File: src/rtl/commit_queue_if.sv
// rtl/commit_queue_if.sv - retired-instruction stream and status bundle for commit_queue
interface commit_queue_if #(
  parameter int CNT_WIDTH = 64
);
  logic                 commitValidI;
  logic [63:0]          pcI;
  logic [31:0]          instI;
  logic                 rdWriteEnableI;
  logic [4:0]           rdWriteAddrI;
  logic [63:0]          rdWriteDataI;

  logic                 commitValidO;
  logic                 commitReadyI;
  logic [63:0]          pcO;
  logic [31:0]          instO;
  logic                 rdWriteEnableO;
  logic [4:0]           rdWriteAddrO;
  logic [63:0]          rdWriteDataO;

  logic                 queueFullO;
  logic                 queueEmptyO;
  logic                 overflowO;
  logic [CNT_WIDTH-1:0] instrCntO;
  logic [CNT_WIDTH-1:0] cycleCntO;

  modport slave (
    input  commitValidI, pcI, instI, rdWriteEnableI, rdWriteAddrI, rdWriteDataI,
    input  commitReadyI,
    output commitValidO, pcO, instO, rdWriteEnableO, rdWriteAddrO, rdWriteDataO,
    output queueFullO, queueEmptyO, overflowO, instrCntO, cycleCntO
  );

  modport master (
    output commitValidI, pcI, instI, rdWriteEnableI, rdWriteAddrI, rdWriteDataI,
    output commitReadyI,
    input  commitValidO, pcO, instO, rdWriteEnableO, rdWriteAddrO, rdWriteDataO,
    input  queueFullO, queueEmptyO, overflowO, instrCntO, cycleCntO
  );
endinterface

File: src/rtl/commit_queue.sv
// rtl/commit_queue.sv - show-ahead FIFO from wb_stage to the difftest checker, with trap counters
module commit_queue #(
  parameter int DEPTH     = 4,
  parameter int CNT_WIDTH = 64
) (
  input  logic          clk,
  input  logic          rst,
  commit_queue_if.slave bus
);

  localparam int PTR_W = $clog2(DEPTH);
  localparam int CNT_W = PTR_W + 1;
  localparam logic [CNT_W-1:0] FULL_CNT = CNT_W'(DEPTH);

  typedef struct packed {
    logic [63:0] pc;
    logic [31:0] inst;
    logic        en;
    logic [4:0]  addr;
    logic [63:0] data;
  } entry_t;

  entry_t               mem_q [DEPTH];
  entry_t               wr_entry;
  entry_t               head;

  logic [PTR_W-1:0]     wr_ptr_q, wr_ptr_d;
  logic [PTR_W-1:0]     rd_ptr_q, rd_ptr_d;
  logic [CNT_W-1:0]     count_q, count_d;
  logic                 overflow_q, overflow_d;
  logic [CNT_WIDTH-1:0] instr_cnt_q, instr_cnt_d;
  logic [CNT_WIDTH-1:0] cycle_cnt_q, cycle_cnt_d;

  logic full, empty, push, pop, drop;

  assign full  = (count_q == FULL_CNT);
  assign empty = (count_q == '0);
  assign pop   = !empty && bus.commitReadyI;
  // a full queue still accepts a commit when the head leaves in the same cycle
  assign push  = bus.commitValidI && (!full || pop);
  assign drop  = bus.commitValidI && full && !pop;

  always_comb begin
    wr_entry      = '0;
    wr_entry.pc   = bus.pcI;
    wr_entry.inst = bus.instI;
    wr_entry.en   = bus.rdWriteEnableI && (bus.rdWriteAddrI != 5'd0);
    wr_entry.addr = bus.rdWriteAddrI;
    wr_entry.data = bus.rdWriteDataI;
  end

  always_comb begin
    wr_ptr_d    = push ? wr_ptr_q + PTR_W'(1) : wr_ptr_q;
    rd_ptr_d    = pop  ? rd_ptr_q + PTR_W'(1) : rd_ptr_q;
    count_d     = count_q;
    if (push && !pop) count_d = count_q + CNT_W'(1);
    if (pop && !push) count_d = count_q - CNT_W'(1);
    overflow_d  = overflow_q || drop;
    instr_cnt_d = pop ? instr_cnt_q + CNT_WIDTH'(1) : instr_cnt_q;
    cycle_cnt_d = cycle_cnt_q + CNT_WIDTH'(1);
  end

  // storage is deliberately left out of reset; valid tracking lives in count_q
  always_ff @(posedge clk) begin
    if (!rst && push) mem_q[wr_ptr_q] <= wr_entry;
  end

  always_ff @(posedge clk) begin
    if (rst) begin
      wr_ptr_q    <= '0;
      rd_ptr_q    <= '0;
      count_q     <= '0;
      overflow_q  <= 1'b0;
      instr_cnt_q <= '0;
      cycle_cnt_q <= '0;
    end else begin
      wr_ptr_q    <= wr_ptr_d;
      rd_ptr_q    <= rd_ptr_d;
      count_q     <= count_d;
      overflow_q  <= overflow_d;
      instr_cnt_q <= instr_cnt_d;
      cycle_cnt_q <= cycle_cnt_d;
    end
  end

  assign head = mem_q[rd_ptr_q];

  // head fields are masked so the checker never sees stale or X data
  assign bus.commitValidO   = !empty;
  assign bus.pcO            = empty ? 64'd0 : head.pc;
  assign bus.instO          = empty ? 32'd0 : head.inst;
  assign bus.rdWriteEnableO = empty ? 1'b0  : head.en;
  assign bus.rdWriteAddrO   = empty ? 5'd0  : head.addr;
  assign bus.rdWriteDataO   = empty ? 64'd0 : head.data;

  assign bus.queueFullO  = full;
  assign bus.queueEmptyO = empty;
  assign bus.overflowO   = overflow_q;
  assign bus.instrCntO   = instr_cnt_q;
  assign bus.cycleCntO   = cycle_cnt_q;

endmodule

File: src/flat_wrapper.sv
// flat-port wrapper written by rule: the top's interface ports become plain ports
module commit_queue_flat 
#(
  parameter int DEPTH     = 4,
  parameter int CNT_WIDTH = 64
)
  (clk, rst, bus_commitValidI, bus_pcI, bus_instI, bus_rdWriteEnableI, bus_rdWriteAddrI, bus_rdWriteDataI, bus_commitReadyI, bus_commitValidO, bus_pcO, bus_instO, bus_rdWriteEnableO, bus_rdWriteAddrO, bus_rdWriteDataO, bus_queueFullO, bus_queueEmptyO, bus_overflowO, bus_instrCntO, bus_cycleCntO);
  commit_queue_if #(.CNT_WIDTH(CNT_WIDTH)) bus_i ();
  input  logic clk;
  input  logic rst;
  input wire logic [$bits(bus_i.commitValidI)-1:0] bus_commitValidI;
  input wire logic [$bits(bus_i.pcI)-1:0] bus_pcI;
  input wire logic [$bits(bus_i.instI)-1:0] bus_instI;
  input wire logic [$bits(bus_i.rdWriteEnableI)-1:0] bus_rdWriteEnableI;
  input wire logic [$bits(bus_i.rdWriteAddrI)-1:0] bus_rdWriteAddrI;
  input wire logic [$bits(bus_i.rdWriteDataI)-1:0] bus_rdWriteDataI;
  input wire logic [$bits(bus_i.commitReadyI)-1:0] bus_commitReadyI;
  output wire logic [$bits(bus_i.commitValidO)-1:0] bus_commitValidO;
  output wire logic [$bits(bus_i.pcO)-1:0] bus_pcO;
  output wire logic [$bits(bus_i.instO)-1:0] bus_instO;
  output wire logic [$bits(bus_i.rdWriteEnableO)-1:0] bus_rdWriteEnableO;
  output wire logic [$bits(bus_i.rdWriteAddrO)-1:0] bus_rdWriteAddrO;
  output wire logic [$bits(bus_i.rdWriteDataO)-1:0] bus_rdWriteDataO;
  output wire logic [$bits(bus_i.queueFullO)-1:0] bus_queueFullO;
  output wire logic [$bits(bus_i.queueEmptyO)-1:0] bus_queueEmptyO;
  output wire logic [$bits(bus_i.overflowO)-1:0] bus_overflowO;
  output wire logic [$bits(bus_i.instrCntO)-1:0] bus_instrCntO;
  output wire logic [$bits(bus_i.cycleCntO)-1:0] bus_cycleCntO;
  assign bus_i.commitValidI = bus_commitValidI;
  assign bus_i.pcI = bus_pcI;
  assign bus_i.instI = bus_instI;
  assign bus_i.rdWriteEnableI = bus_rdWriteEnableI;
  assign bus_i.rdWriteAddrI = bus_rdWriteAddrI;
  assign bus_i.rdWriteDataI = bus_rdWriteDataI;
  assign bus_i.commitReadyI = bus_commitReadyI;
  assign bus_commitValidO = bus_i.commitValidO;
  assign bus_pcO = bus_i.pcO;
  assign bus_instO = bus_i.instO;
  assign bus_rdWriteEnableO = bus_i.rdWriteEnableO;
  assign bus_rdWriteAddrO = bus_i.rdWriteAddrO;
  assign bus_rdWriteDataO = bus_i.rdWriteDataO;
  assign bus_queueFullO = bus_i.queueFullO;
  assign bus_queueEmptyO = bus_i.queueEmptyO;
  assign bus_overflowO = bus_i.overflowO;
  assign bus_instrCntO = bus_i.instrCntO;
  assign bus_cycleCntO = bus_i.cycleCntO;
  commit_queue #(.DEPTH(DEPTH), .CNT_WIDTH(CNT_WIDTH)) u_core (.clk(clk), .rst(rst), .bus(bus_i));
endmodule
File: config.mk
export PLATFORM = sky130hd
export DESIGN_NAME = commit_queue_flat
export DESIGN_NICKNAME = d
export VERILOG_FILES = /design/src/rtl/commit_queue_if.sv /design/src/rtl/commit_queue.sv /design/src/flat_wrapper.sv
export SDC_FILE = /design/constraint.sdc
export NUM_CORES = 1
export LEC_CHECK = 0
export BUFFER_PORTS_ARGS = -buffer_cell sky130_fd_sc_hd__buf_4
export CAP_MARGIN = 25
export CORE_MARGIN = 5
export CORE_UTILIZATION = 51
export DETAILED_ROUTE_END_ITERATION = 16
export PLACE_DENSITY = 0.75
export SLEW_MARGIN = 20
export SYNTH_ARGS = -nofsm -noshare
export SYNTH_HDL_FRONTEND = slang
export SYNTH_SLANG_ARGS = --single-unit
File: constraint.sdc
create_clock -name clk -period 5 [get_ports clk]
set_input_delay 0.25 -clock clk [delete_from_list [all_inputs] [get_ports clk]]
set_output_delay 0.25 -clock clk [all_outputs]
set_load 0.005 [all_outputs]
==> PnR_summary.wiki, run 1 <==
{| class="wikitable"
! Metric !! Value
|-
| Count of final max-slew check failures || 0
|-
| Main area contributors after synthesis || edfxtp_1 63%, mux4_2 12%, dfxtp_1 8.8%
|-
| Number of synthesis warnings || 0
|-
| Maximum number of pins on one net before global-route repair || 94
|-
| Worst endpoint data arrival time || approximately 3 ns
|-
| Cell breakdown of the critical path || buf_4 > mux4_2 > and2_1 > buf_4
|-
| Maximum count of clock buffers along a single path || 3
|-
| Post-Place Worst Slack || approximately 2.1 ns
|-
| Total global routing track utilization || approximately 22%
|-
| Number of optimization iterations in the first detailed-route pass || 5
|-
| Area share of the largest cell type after synthesis || 63.4%
|-
| Worst-path cell with the longest stage delay || dfxtp_4
|-
| Final Hold Viols || 0
|-
| Count of state elements after synthesis || roughly 800
|-
| Result of the run || finished clean
|-
| Vias || between 15000 and 20000
|-
| Remaining antenna violation count || 0
|-
| Commonest register cell after synthesis || edfxtp_1
|-
| Global-route wire length before repair || approximately 120000 µm
|-
| Clk_lat worst skew || 0.65 ns
|-
| Worst min-delay path category || in2reg
|-
| Number of CTS-inserted buffers || between 80 and 90
|-
| Number of global-route vias before repair || approximately 20000
|-
| Final setup fails || 0
|-
| Chip width || around 260 µm
|-
| Hold slack || 0.0813 ns
|-
| Io pins || between 400 and 500
|-
| Startpoint kind of the worst setup timing path || flip-flop
|-
| Final net count || approximately 2700
|-
| Endpoint type of the worst setup path || primary output
|-
| Reg clk slew, reported paths || 0.06 ns
|-
| Post-synthesis sequential area ratio || roughly 72%
|-
| Share of total power consumed by net switching || between 20% and 30%
|-
| Core Box Area || a little over 60000 µm²
|-
| Max transition margin || between 30% and 40%
|-
| Cell taking the most area after synthesis || edfxtp_1
|-
| Period utilization || around 65%
|-
| Per-cell via count in the routed design || between 5 and 6
|-
| Post-route setup TNS || 0 ns
|-
| Unrepaired setup endpoints after global routing || no
|-
| Gate Count Post-Synth || 1815
|-
| Top cell family by delay on the critical path || flip-flops
|-
| Cell mode on critical path || buf_4
|-
| Part of the total power dissipated in combinational logic || around 27%
|-
| CP Class || reg2out
|-
| Post-cts sizing count || 0
|-
| Maximum capacitance violations || 0
|-
| Final std cells w/o fill || between 3000 and 4000
|-
| TritonCTS clock tree || done
|-
| Rows || 91
|-
| DPL Wire Length || about 46000 µm
|-
| P per Cell Area || approximately 470 nW/µm²
|-
| Standby leakage power || between 10 and 15 nW
|-
| Initial core utilization || around half
|-
| Count of flip-flops with a built-in enable after synthesis || approximately 660
|-
| # DRC || 0
|-
| Die Ht || approximately 260 µm
|-
| Actual slew at the worst max-slew pin || 1.03 ns
|-
| Worst vdd rail ir drop || ~0.0004 V
|-
| Root buffer cell || clkbuf_16
|-
| Slack of the critical path || roughly 1.8 ns
|-
| Proportion of layout cells with a drive suffix above 1 || between 30% and 40%
|-
| Internal cell power || between 10 and 15 mW
|-
| Clock sink count || approximately 800
|-
| Mean instance size in the synthesized netlist || roughly 17 µm²
|-
| Clock network fraction of total power || 31.9%
|-
| Synth async-reset ratio || 0%
|-
| Total standard cell area after synthesis || approximately 31000 µm²
|-
| Antenna violations before repair || 2
|-
| P_sw || between 5 and 6 mW
|-
| Overall die area || between 60000 and 70000 µm²
|-
| Highest clock frequency the design can meet || 310 MHz
|-
| Clock Skew || approximately 0.044 ns
|-
| Drt initial violations || between 1500 and 2000
|-
| Number of placed cells counting well taps || 3012
|-
| Aggregate global routing overflow || 0
|-
| Required time at the worst-slack endpoint || roughly 4.8 ns
|-
| CTS HTree Levels || 3
|-
| Period minus WS final || approximately 3.2 ns
|-
| Buffers added on ports || between 400 and 500
|-
| Wire length per cell || 23.1 µm
|-
| Net count of the mapped netlist || between 1500 and 2000
|-
| Distinct cells, synth || 50
|-
| Crit-path max cell delay || between 0.9 and 1 ns
|-
| Global placer's final weighted congestion || between 0.8 and 0.9
|-
| DRT Wirelength || ~77000 µm
|-
| Sum of buffers and inverters on the critical path || 2
|-
| Area Overhead vs Synth || 27.8%
|-
| Fraction of power consumed by sequential logic || approximately 41%
|-
| Maximum fanout encountered on the critical timing path || 61
|}
tightest hold or removal path: stages:
cell and delay [ns]:
buf_4 0.14, inv_1 0.08, nor2_1 0.07, nand2_1 0.06
a21oi_1 0.06
power groups by stage:
stage	Combinational [mW]	Clock, mW	Sequential (mW)
floorplan	2.65	0	7.74
global placement	5.01	0	7.87
detailed placement	5.03	0	7.89
CTS	5.19	6.11	7.75
global route	5.51	6.44	7.78
finish	5.14	6.04	7.74
logic make-up (layout without fill, tap and decap cells):
group / Yosys count / after routing / synth area share (%)
DFF: 802 / 802 / 72.1
other: 0 / 2 / 0
AOI/OAI and AO/OA: 113 / 113 / 1.94
xor gates and xnor gates: 75 / 75 / 2.09
muxes: 168 / 168 / 11.9
buffers and inverters: 102 / 820 / 1.43
adders and majority gates: 7 / 7 / 0.302
and+or+nand+nor: 548 / 548 / 10.2
worst paths after layout:
kind | start | endpoint | slack, ns | depth (start not counted)
worst min register to register | u_core.bus.instrCntO[63]$_SDFFE_PP0N_ | u_core.bus.instrCntO[63]$_SDFFE_PP0N_ | 0.49 | 2
worst max-delay path | flip-flop | bus_pcO[19] | 1.77 | 4
worst min-delay path | bus_commitReadyI | u_core.bus.instrCntO[1]$_SDFFE_PP0N_ | 0.08 | 5
worst max register to register | u_core.bus.cycleCntO[0]$_SDFF_PP0_ | u_core.bus.cycleCntO[50]$_SDFF_PP0_ | 2.15 | 6
cell usage in the layout (no fill, tap or decap), types with 50 or more instances in the layout:
master,count
dfxtp_1,136
clkbuf_16,83
xor2_1,53
nor2_1,96
a21oi_1,55
dlygate4sd3_1,167
nand2_1,53
mux4_2,166
buf_4,484
edfxtp_1,664
and2_1,171
nand4_1,50
repair_timing:
item	CTS	global route
hold endpoints to repair	662	0
hold buffers	167	0
setup buffers	0	0
synth_stat cells, types with 4 or more instances:
cell type and number:
xor2_1 53, and2_1 175, nor4_4 6, ha_1 6
nand4_1 50, nand2_1 53, or4_1 13, mux4_2 166
a21oi_1 55, clkbuf_1 47, nor2_1 96, edfxtp_1 664
nor4_1 10, and4_1 8, dfxtp_1 138, or3_1 46
inv_1 17, o21ai_0 41, nand3_1 48, nand4_2 4
buf_1 16, buf_2 17, o31ai_1 11, nor3_1 10
xnor2_1 22, and3_1 12
final cells by class:
class	instances	area, µm²
Sequential cell	802	22700
Fill cell	4062	21100
Multi-Input combinational cell	911	8340
Timing Repair Buffer	658	5450
Clock buffer	110	2220
Tap cell	790	988
Clock inverter	34	444
Inverter	18	80.1
Antenna cell	2	5.00
sequential cells by signal, summed over array words and instances, names as in the netlist, named ones only:
signal and cells:
u_core.mem_q 664, u_core.bus.cycleCntO 64, u_core.bus.instrCntO 64, u_core.count_q 3
u_core.rd_ptr_q 2, u_core.wr_ptr_q 2, u_core.bus.overflowO 1
routing by layer:
metal | global-route usage [%] | vias to the layer above | wire length [µm]
li1 | - | 8408 | -
met1 | 28.7 | 9642 | 28900
met2 | 38.5 | 770 | 39900
met3 | 5.72 | 131 | 5850
met4 | 6.73 | 0 | 2280
met5 | 0 | - | 0
per-stage QoR:
stage               total power [mW]  area, µm²  util [%]
detailed placement              12.9      35900      58.5
floorplan                       10.4      31500         -
CTS                             19.1      40200      65.5
finish                          18.9      40200      65.6
global route                    19.7      40200      65.6
global placement                12.9      35900      58.5
(Power assumes the default switching activity.)
==> inputs of run 2 (changes only) <==
Clock period 5 ns to 2.6 ns, I/O delays scaled along.
==> run 2 against run 1 <==
Worst hold slack gained 0.11 ns. Die area unchanged. Flip-flop and latch count is the same. Sequential share of layout area decreased by 0.99 points. Via count rose by 0.30%. Utilization up 1.2 points. Combinational power increased by 110%. Largest cell class unchanged. Count of clock-buffer cells in the layout rose by 4. First-iteration DRC count down 4.3%. Critical endpoint is now bus_pcO[1].
==> PnR_summary.wiki, run 2 (synthesis results as in run 1) <==
{| class="wikitable"
! Metric !! Value
|-
| Initial core utilization || between 50% and 60%
|-
| Count of final max-slew check failures || 0
|-
| Fraction of power consumed by sequential logic || ~40%
|-
| Largest register FFs || around 660
|-
| Cell breakdown of the critical path || buf_12 > buf_4 > mux4_2 > and2_1 > buf_4
|-
| Worst min-delay path category || in2reg
|-
| Actual slew at the worst max-slew pin || between 0.9 and 1 ns
|-
| Per-cell via count in the routed design || approximately 5.6
|-
| Unrepaired setup endpoints after global routing || no
|-
| Clock Skew || approximately 0.034 ns
|-
| Total placed instance area || between 30000 and 40000 µm²
|-
| Number of global-route vias before repair || 19579
|-
| Global-route wire length before repair || about 120000 µm
|-
| Core Box Area || a little over 60000 µm²
|-
| Area Overhead vs Synth || 30.1%
|-
| Period minus WS final || ~2.5 ns
|-
| Drt initial violations || around 1600
|-
| Rows || 91
|-
| Clock sink count || ~800
|-
| CTS HTree Levels || 3
|-
| Slack of the critical path || 0.136 ns
|-
| Remaining antenna violation count || 0
|-
| Number of placed cells counting well taps || approximately 3100
|-
| Maximum count of clock buffers along a single path || 3
|-
| Hold slack || between 0.15 and 0.2 ns
|-
| Buffers added on ports || 467
|-
| Final std cells w/o fill || 3407
|-
| Clk_lat worst skew || 0.63 ns
|-
| Result of the run || finished clean
|-
| Global placer's final weighted congestion || around 0.86
|-
| P_sw || around 10 mW
|-
| Highest clock frequency the design can meet || ~410 MHz
|-
| Most common cell after layout, fill and taps aside || edfxtp_1
|-
| Antenna violations before repair || 12
|-
| DRT Wirelength || roughly 77000 µm
|-
| Startpoint kind of the worst setup timing path || flip-flop
|-
| Maximum capacitance violations || 0
|-
| Number of CTS-inserted buffers || 81
|-
| Final Hold Viols || 0
|-
| Wire length per cell || about 23 µm
|-
| Internal cell power || 26.6 mW
|-
| Endpoint type of the worst setup path || primary output
|-
| P per Cell Area || just under 900 nW/µm²
|-
| Number of optimization iterations in the first detailed-route pass || 5
|-
| Commonest non-fill, non-tap cells in the layout || 664 x edfxtp_1, 530 x buf_4, 171 x and2_1
|-
| Maximum number of pins on one net before global-route repair || 101
|-
| Register name with the most flops || u_core.mem_q
|-
| Aggregate global routing overflow || 0
|-
| Crit-path max cell delay || ~0.50 ns
|-
| Worst-path cell with the longest stage delay || dfxtp_4
|-
| Worst vdd rail ir drop || around 0.0008 V
|-
| TritonCTS clock tree || done
|-
| Die Ht || between 200 and 300 µm
|-
| Overall die area || roughly 67000 µm²
|-
| Maximum fanout encountered on the critical timing path || 19
|-
| Period utilization || a little over nine tenths
|-
| # DRC || 0
|-
| Clock network fraction of total power || a little under a third
|-
| Vias || between 15000 and 20000
|-
| Root buffer cell || clkbuf_16
|-
| Post-Place Worst Slack || between 0.3 and 0.4 ns
|-
| Final setup fails || 0
|-
| Final net count || around 2700
|-
| Chip width || roughly 260 µm
|-
| Part of the total power dissipated in combinational logic || approximately 29%
|-
| Proportion of layout cells with a drive suffix above 1 || between 30% and 40%
|-
| Worst endpoint data arrival time || roughly 2.3 ns
|-
| CP Class || reg2out
|-
| Reg clk slew, reported paths || 0.06 ns
|-
| Cell mode on critical path || buf_4
|-
| Io pins || 468
|-
| Post-route setup TNS || 0 ns
|-
| Total global routing track utilization || ~22%
|-
| Max transition margin || 39.4%
|-
| Share of total power consumed by net switching || a little over a quarter
|-
| Standby leakage power || about 14 nW
|-
| Area of all placed cells without fillers || 40900 µm²
|-
| Required time at the worst-slack endpoint || between 2 and 2.5 ns
|-
| DPL Wire Length || 48700 µm
|}
run 2: cell count changes in the layout (fill, tap and decap cells not counted), moves of 6 or more:
cell | before | now
diode_2 | 2 | 13
clkbuf_1 | 23 | 29
buf_12 | 7 | 21
buf_4 | 484 | 530
run 2: layout make-up:
| cell class | instances | area, µm² |
|---|---|---|
| Sequential cell | 802 | 22700 |
| Fill cell | 3967 | 20400 |
| Multi-Input combinational cell | 911 | 8340 |
| Timing Repair Buffer | 725 | 6180 |
| Clock buffer | 114 | 2200 |
| Tap cell | 790 | 988 |
| Clock inverter | 34 | 413 |
| Inverter | 18 | 80.1 |
| Antenna cell | 13 | 32.5 |
run 2: repair_timing:
| item | 4_1_cts | 5_1_grt |
|---|---|---|
| setup buffers | 3 | 9 |
| resized for setup | 4 | 2 |
| hold endpoints to repair | 670 | 0 |
| hold buffers | 169 | 0 |
| endpoints found under the setup margin | 102 | 52 |
| gates cloned | 0 | 1 |
run 2: worst max-delay path, delay by kind of cell, from the launching register on:
kind	cells	cell delay (ns)
DFF	1	0.50
muxes	1	0.37
and+or+nand+nor	1	0.21
buffers and inverters	3	0.60
run 2: worst paths after layout:
check / start / to / slack [ns] / cells past startpoint
setup / recovery: flip-flop / bus_pcO[1] / 0.14 / 5
hold / removal: rst / u_core.mem_q[3][16]$_DFFE_PP_ / 0.19 / 3
setup reg to reg: u_core.bus.instrCntO[8]$_SDFFE_PP0N_ / u_core.bus.instrCntO[35]$_SDFFE_PP0N_ / 0.28 / 5
hold reg to reg: u_core.bus.cycleCntO[0]$_SDFF_PP0_ / u_core.bus.cycleCntO[0]$_SDFF_PP0_ / 0.48 / 1
run 2: stage by stage:
| step | total power, mW | util, % |
|---|---|---|
| 6_report | 36.6 | 66.7 |
| 5_1_grt | 38.2 | 66.7 |
| 4_1_cts | 36.8 | 66.5 |
| 3_5_place_dp | 25.1 | 59.4 |
| 3_3_place_gp | 25.0 | 59.4 |
| 2_1_floorplan | 20.0 | - |
run 2: power groups by stage:
stage / Combinational [mW] / Clock (mW) / Sequential [mW]
floorplan: 5.10 / 0 / 14.9
global placement: 10.1 / 0 / 14.9
detailed placement: 10.1 / 0 / 15.0
CTS: 10.6 / 11.5 / 14.7
global route: 11.4 / 12.1 / 14.7
finish: 10.6 / 11.3 / 14.7
run 2: routing by layer:
| metal | part of all wire [%] | GRT usage (%) |
|---|---|---|
| met5 | 0.017 | 0 |
| met2 | 51 | 38.3 |
| met4 | 2.3 | 6.12 |
| met1 | 39 | 28.5 |
| met3 | 7.6 | 6.15 |
==> inputs of run 3 (changes only) <==
Settings changed: CORE_UTILIZATION 51 to 53, CTS_BUF_LIST from default to sky130_fd_sc_hd__clkbuf_4 sky130_fd_sc_hd__clkbuf_8, PLACE_DENSITY 0.75 to 0.78.
==> run 3 against run 2 <==
The flow now finishes with violations (setup timing). Worst setup slack worse by 0.18 ns. Flip-flop and latch count unchanged. Maximum frequency shrank 6.9%. Sequential share of layout area fell by 1.2 points. Count of clock-buffer cells in the layout increased by 69.
==> PnR_summary.wiki, run 3 (synthesis results as in run 1) <==
{| class="wikitable"
! Metric !! Value
|-
| Met2 Wirelength || approximately 44000 µm
|-
| Final setup fails || 1
|-
| Initial core utilization || between 50% and 60%
|-
| Number of optimization iterations in the first detailed-route pass || 6
|-
| TritonCTS clock tree || done
|-
| Period minus WS final || ~2.6 ns
|-
| Reg clk slew, reported paths || 0.06 ns
|-
| P per Cell Area || approximately 940 nW/µm²
|-
| Maximum capacitance violations || 0
|-
| Number of global-route vias before repair || about 21000
|-
| Critical path endpoint || bus_pcO[22]
|-
| Maximum count of clock buffers along a single path || 3
|-
| WHS Path Cells || 2
|-
| Max transition margin || about 40%
|-
| Maximum fanout encountered on the critical timing path || 9
|-
| Drt initial violations || ~1700
|-
| Vias || 20098
|-
| Highest clock frequency the design can meet || about 380 MHz
|-
| Cell count of the worst reg-to-reg path || 5
|-
| Chip width || between 200 and 300 µm
|-
| DRT Wirelength || 86200 µm
|-
| Worst min-delay path category || in2reg
|-
| Maximum number of pins on one net before global-route repair || 121
|-
| Highest metal layer used by the detailed router || met5
|-
| Root buffer cell || clkbuf_8
|-
| Total placed instance area || 36200 µm²
|-
| Worst flop-to-flop path startpoint || u_core.count_q[0]$_SDFFE_PP0P_
|-
| Destination of the worst register-to-register timing path || u_core.wr_ptr_q[1]$_SDFFE_PP0P_
|-
| Worst vdd rail ir drop || about 0.00094 V
|-
| Most common cell after layout, fill and taps aside || edfxtp_1
|-
| Global placer's final weighted congestion || 0.897
|-
| Overall die area || 64400 µm²
|-
| Register name with the most flops || u_core.mem_q
|-
| DPL Wire Length || about 49000 µm
|-
| Io pins || 468
|-
| # DRC || 0
|-
| Final std cells w/o fill || about 3500
|-
| Period utilization || 102%
|-
| Endpoint type of the worst setup path || primary output
|-
| Largest register FFs || 664
|-
| Required time at the worst-slack endpoint || between 2 and 2.5 ns
|-
| Rows || 89
|-
| Length of routed met3 wiring || about 7000 µm
|-
| CP Class || reg2out
|-
| Global-route wire length before repair || 128000 µm
|-
| Area of all placed cells without fillers || 41800 µm²
|-
| Unrepaired setup endpoints after global routing || yes
|-
| Result of the run || finished with violations
|-
| Clk_lat worst skew || between 0.7 and 0.8 ns
|-
| Worst endpoint data arrival time || 2.52 ns
|-
| Antenna violations before repair || 15
|-
| Final Hold Viols || 0
|-
| Die Ht || roughly 250 µm
|-
| Aggregate global routing overflow || 0
|-
| Count of final max-slew check failures || 0
|-
| CTS HTree Levels || 4
|-
| Clock Skew || about 0.041 ns
|-
| Commonest non-fill, non-tap cells in the layout || 664 x edfxtp_1, 401 x buf_4, 171 x dlygate4sd3_1
|-
| Violated checks || setup timing
|-
| Remaining antenna violation count || 0
|-
| Proportion of layout cells with a drive suffix above 1 || around two fifths
|-
| Actual slew at the worst max-slew pin || 0.904 ns
|-
| Core Box Area || just under 60000 µm²
|-
| Total global routing track utilization || between 20% and 30%
|-
| Number of CTS-inserted buffers || 130
|-
| Area Overhead vs Synth || 32.9%
|-
| Slack of the critical path || -0.0468 ns
|-
| Wire length per cell || approximately 25 µm
|-
| Buffers added on ports || ~470
|-
| Clock sink count || 802
|-
| Per-cell via count in the routed design || around 5.8
|-
| Standby leakage power || 14.8 nW
|-
| Startpoint kind of the worst setup timing path || flip-flop
|-
| Wire length on met1 || between 30000 and 40000 µm
|-
| Number of placed cells counting well taps || 3020
|-
| Final net count || approximately 2800
|-
| Worst R2R Setup Slack || about 0.10 ns
|}
run 3: cell types whose count changed in the layout (fill, tap and decap cells not counted), sizes merged:
cell	before	now
buf	555	542
bufbuf	0	1
bufinv	5	2
clkbuf	115	187
clkinv	28	37
clkinvlp	0	1
diode	13	14
dlygate4sd3	169	171
inv	19	26
run 3: repair_timing:
action | in CTS | in global routing
cloned | 7 | 4
gates resized for setup | 209 | 47
hold buffers | 171 | 0
endpoints found under the setup margin | 163 | 166
hold endpoints to repair | 681 | 0
buffers inserted | 15 | 7
pin swaps | 0 | 4
run 3: area by class of cell:
cell class                      instances  area (µm²)
Timing Repair Buffer                  718        6830
Antenna cell                           14        35.0
Clock inverter                         48         339
Clock buffer                          183        2220
Fill cell                            3447       17100
Sequential cell                       802       22700
Multi-Input combinational cell        911        8640
Inverter                               18        80.1
Tap cell                              773         967
run 3: worst max-delay path, stage by stage, from the launching register on:
cell     delay (ns)
dfxtp_4        0.46
buf_12         0.20
buf_12         0.16
mux4_2         0.57
and2_1         0.21
buf_4          0.14
run 3: how the worst min path moves through the flow:
stage / endpoint / start
5_1_grt: u_core.mem_q[2][143]$_DFFE_PP_ / bus_pcI[41]
6_report: u_core.mem_q[2][143]$_DFFE_PP_ / bus_pcI[41]
3_3_place_gp: u_core.mem_q[2][124]$_DFFE_PP_ / bus_pcI[22]
2_1_floorplan: u_core.mem_q[0][0]$_DFFE_PP_ / bus_rdWriteDataI[0]
4_1_cts: u_core.mem_q[2][115]$_DFFE_PP_ / bus_pcI[13]
3_5_place_dp: u_core.mem_q[3][151]$_DFFE_PP_ / bus_pcI[49]
run 3: power by group:
part / internal [mW] / switching, mW / total [mW]
sequential: 14.5 / 0.241 / 14.7
clock: 5.79 / 5.06 / 10.8
combinational: 7.83 / 5.86 / 13.7
total: 28.1 / 11.2 / 39.3
run 3: routing by layer:
| metal | track usage (%) | up-vias |
|---|---|---|
| li1 | - | 8668 |
| met3 | 7.00 | 200 |
| met1 | 32.6 | 10216 |
| met5 | 0 | - |
| met4 | 9.99 | 2 |
| met2 | 44.4 | 1012 |
run 3: per-stage QoR:
| step | utilization (%) | worst slack [ns] | hold WS (ns) | power [mW] | TNS [ns] |
|---|---|---|---|---|---|
| final | 71.0 | -0.0468 | 0.0872 | 39.3 | -0.0468 |
| after global placement | 61.5 | 0.235 | 0.329 | 25.0 | 0 |
| after global routing | 71.0 | -0.155 | 0.0372 | 40.8 | -6.01 |
| after floorplan | - | -0.678 | 0.229 | 20.0 | -450.12 |
| after detailed placement | 61.5 | 0.0863 | 0.333 | 25.1 | 0 |
| after CTS | 70.5 | -0.111 | 0.0151 | 38.7 | -4.47 |
